### src/rtl/jk_updown_counter.sv
// Modulo-MODULUS up/down counter with parallel load, exposing per-bit JK excitation.
// Build option: define JK_CNT_SAT_EN to saturate at the count limits instead of wrapping.
module jk_updown_counter #(
   parameter int WIDTH   = 4,
   parameter int MODULUS = 10
) (
   input  logic             clk,
   input  logic             rst_n,
   input  logic             en,
   input  logic             up,
   input  logic             ld,
   input  logic [WIDTH-1:0] din,
   output logic [WIDTH-1:0] q,
   output logic [WIDTH-1:0] qb,
   output logic [WIDTH-1:0] j_exc,
   output logic [WIDTH-1:0] k_exc,
   output logic             tc,
   output logic             ld_err
);

   localparam logic [WIDTH-1:0] MAX_V = WIDTH'(MODULUS - 1);

   logic [WIDTH-1:0] q_q, q_d;
   logic [WIDTH-1:0] qb_q, qb_d;
   logic             tc_q, tc_d;
   logic             ld_err_q, ld_err_d;

   always_comb begin
      q_d      = q_q;
      tc_d     = 1'b0;
      ld_err_d = 1'b0;
      if (ld) begin
         // Comparison done at int width so MODULUS == 2**WIDTH never flags.
         if (int'(din) >= MODULUS) begin
            q_d      = MAX_V;
            ld_err_d = 1'b1;
         end else begin
            q_d = din;
         end
      end else if (en) begin
         if (up) begin
            if (q_q == MAX_V) begin
`ifdef JK_CNT_SAT_EN
               q_d  = q_q;
`else
               q_d  = '0;
               tc_d = 1'b1;
`endif
            end else begin
               q_d = q_q + WIDTH'(1);
`ifdef JK_CNT_SAT_EN
               tc_d = (q_d == MAX_V);
`endif
            end
         end else begin
            if (q_q == '0) begin
`ifdef JK_CNT_SAT_EN
               q_d  = q_q;
`else
               q_d  = MAX_V;
               tc_d = 1'b1;
`endif
            end else begin
               q_d = q_q - WIDTH'(1);
`ifdef JK_CNT_SAT_EN
               tc_d = (q_d == '0);
`endif
            end
         end
      end
      qb_d = ~q_d;
   end

   always_ff @(posedge clk) begin
      if (!rst_n) begin
         q_q      <= '0;
         qb_q     <= '1;
         tc_q     <= 1'b0;
         ld_err_q <= 1'b0;
      end else begin
         q_q      <= q_d;
         qb_q     <= qb_d;
         tc_q     <= tc_d;
         ld_err_q <= ld_err_d;
      end
   end

   // Don't-cares resolve to 0: J only sets 0->1 bits, K only clears 1->0 bits.
   assign j_exc  = rst_n ? (~q_q &  q_d) : '0;
   assign k_exc  = rst_n ? ( q_q & ~q_d) : '0;

   assign q      = q_q;
   assign qb     = qb_q;
   assign tc     = tc_q;
   assign ld_err = ld_err_q;

endmodule
### config.mk
export PLATFORM = sky130hd
export DESIGN_NAME = jk_updown_counter
export DESIGN_NICKNAME = d
export VERILOG_FILES = /design/src/rtl/jk_updown_counter.sv
export SDC_FILE = /design/constraint.sdc
export NUM_CORES = 1
export LEC_CHECK = 0
export ABC_AREA = 1
export CAP_MARGIN = 20
export CORE_UTILIZATION = 42
export CTS_CLUSTER_DIAMETER = 80
export DETAILED_ROUTE_END_ITERATION = 10
export PLACE_DENSITY = 0.86
export SYNTH_ARGS = -nofsm -noshare
export SYNTH_HDL_FRONTEND = slang
export SYNTH_SLANG_ARGS = --single-unit
### constraint.sdc
create_clock -name clk -period 2.5 [get_ports clk]
set_clock_uncertainty 0.1 [all_clocks]
set_input_delay 0.5 -clock clk [delete_from_list [all_inputs] [get_ports clk]]
set_output_delay 0.5 -clock clk [all_outputs]
set_load 0.01 [all_outputs]
==> results of run 1 <==
==> cells in the final DEF (no fill, tap or decap), drive strengths merged <==
cell,n
o21ai,2
inv,14
o211ai,1
buf,9
a21oi,3
clkbuf,7
nor2,11
clkdlybuf4s15,2
nand4,2
dlygate4sd2,2
nor3,4
nand3,9
clkdlybuf4s50,18
nand2,31
a31oi,1
a21o,1
dfxtp,10
==> layout make-up <==
type	instances	share of cell area
Clock buffer	3	0.0242
Inverter	14	0.0564
Multi-Input combinational cell	65	0.353
Sequential cell	10	0.219
Tap cell	15	0.0201
Timing Repair Buffer	35	0.328
==> how the worst max path moves through the flow <==
stage | from | endpoint | slack, ps
2_1_floorplan | q[2] | j_exc[3] | 680
3_3_place_gp | up | k_exc[2] | -220
3_5_place_dp | up | j_exc[3] | -240
4_1_cts | up | j_exc[1] | 40
5_1_grt | en | j_exc[0] | -30
6_report | en | j_exc[0] | 120
==> kinds of logic after synthesis <==
logic type / share of synthesized area
AO/OA/AOI/OAI: 0.0880
flip-flops: 0.343
AND/OR/NAND/NOR: 0.459
buffers and inverters: 0.109
==> worst max-delay path, stage by stage <==
cell and delay [ps]:
clkdlybuf4s50_1 460, inv_2 110, nand2_1 50, nand3_1 70, nand2_1 90, nor2_2 110
inv_1 60, nor2_1 90, clkdlybuf4s15_1 240
==> sequential cells by signal, indices dropped and copies added, names as in the netlist <==
register and count:
q 4, tc 1, qb 4, ld_err 1
==> stage by stage <==
| step | cells | power [mW] | hold slack (ps) |
|---|---|---|---|
| floorplan | 90 | 0.251 | 489 |
| global placement | 139 | 0.319 | 599 |
| detailed placement | 139 | 0.322 | 610 |
| CTS | 142 | 0.422 | 575 |
| global route | 142 | 0.450 | 589 |
| finish | 142 | 0.421 | 571 |
==> report_power, final <==
group          leakage, nW  switching [mW]  internal [mW]
sequential          0.0838          0.0131          0.171
combinational        0.380          0.0670         0.0678
clock               0.0138          0.0476         0.0552
==> per-layer routing <==
layer / up-vias / wire length [um] / part of all wire / GRT usage
li1: 361 / - / - / -
met5: - / 0 / 0 / 0
met4: 0 / 0 / 0 / 0.0259
met1: 314 / 636 / 0.41 / 0.260
met3: 0 / 89 / 0.057 / 0.0852
met2: 23 / 832 / 0.53 / 0.425
==> timing repair <==
item / 4_1_cts / 5_1_grt
pin swaps: 0 / 0
cloned: 0 / 0
endpoints found under the setup margin: 8 / 7
resized for setup: 12 / 15
setup buffers: 0 / 0
==> run metrics, run 1 <==
worst slew pin tran=287 ps; worst hold stages=3; row cnt=13; CTS tree=yes; largest net degree at the start of global routing=9; register area=204 sq um; Final Hold Fails=0; final estimated routing congestion in global placement=0.886; top-count cell post-synth=nand2_1; EDFF count, synth=0; antenna cells=0; Worst Hold Class=register to register; layout cell share with drive strength beyond 1=0.283; syn_nets=99; Setup CP Type=input pin to output port; Reg2Reg Depth=8; Yosys top cell area share=0.343; via count=698; antenna viol nets, final=0; Final Max Slew Viols=0; synth top area cells=dfxtp_1 (34%), nand2_1 (19%), inv_1 (7.1%); Worst Slack Setup Final=121 ps; top post-synthesis cells by count=nand2_1 (29), inv_1 (11), dfxtp_1 (10), nor2_1 (8), nand3_1 (7); die area=0.00154 sq mm; worst min-delay path startpoint=q[3]; count of state elements after synthesis=10; leakage power=0.477 nW; dpl hpwl=1220 um; Final min period=2380 ps; DRC viols=0; clock-pin slew of the registers on the worst-case setup and hold paths=60 ps; Core Box Area=0.00130 sq mm; Fillers=115; GRT Total Usage=0.232; 1st-iter DRT viols=10; synth-to-layout area growth=59.9%; Netlist cell types=20; hold_buf cts=0; Final Core Density=0.716; ys async rst share=0; Starting Density=0.448; WHS Endpoint=qb[3]; number of global-route vias before repair=614; Seq/Total Area, Yosys=0.343; GRT overflow=0; Avg Inst Size Synth=6.48 sq um; antenna violations before repair=0; outcome=finished clean; Worst Setup Slack post-DPL=-241 ps; crit-path max FO=4; Synth Cell Area=583 sq um; Slew HR=0.808; Final setup viols=0; Syn. warnings=0; I/O Buffers=26; Final nets=138; Worst EP required=1900 ps; CTS Sinks=10; via/cell ratio=4.92; H-Tree Depth=1; worst-skew pair later-pin latency=250 ps; CP arrival=1780 ps; Die H=39.3 um; Multi-input gate area=329 sq um; Worst setup SP type=input pin; Syn Inst Count=90; global-route wire length before repair=2460 um; Period Utilization, post-route=0.952; Reg2Reg Setup Slack=1120 ps; VDD IR-drop max=0.380 mV; crit end category=output port; Ports=27; Routed WL per cell=11.0 um; CTS buffer count=3; clock root cell=clkbuf_4; max frequency=420 MHz; first drt pass iteration count=4; setup_tns=0 ps; Die X=39.3 um; maximum clock path buffer count=2; leading area contributor after synthesis=dfxtp_1; r2r endpoint=q[2]; Max Cap Viol=0; P per Cell Area=452 mW/mm^2; drt total wl=1560 um; dpl cell area=918 sq um; Synth Flop Type=dfxtp_1; r2r startpoint=q[0]; fin area=932 sq um
Note: power is estimated with default switching activity, not from simulation.
==> run 2, diff against run 1 <==
ABC_CLOCK_PERIOD_IN_PS = 2500   (was not set)
MAX_ROUTING_LAYER = met4   (was not set)
==> results of run 2 <==
No change in the layout: final DEF, timing and power equal those of run 1.
Main changes from that run: final weighted congestion in routability-driven placement 0.886 -> 0.901; overall routing resource usage 0.232 -> 0.238
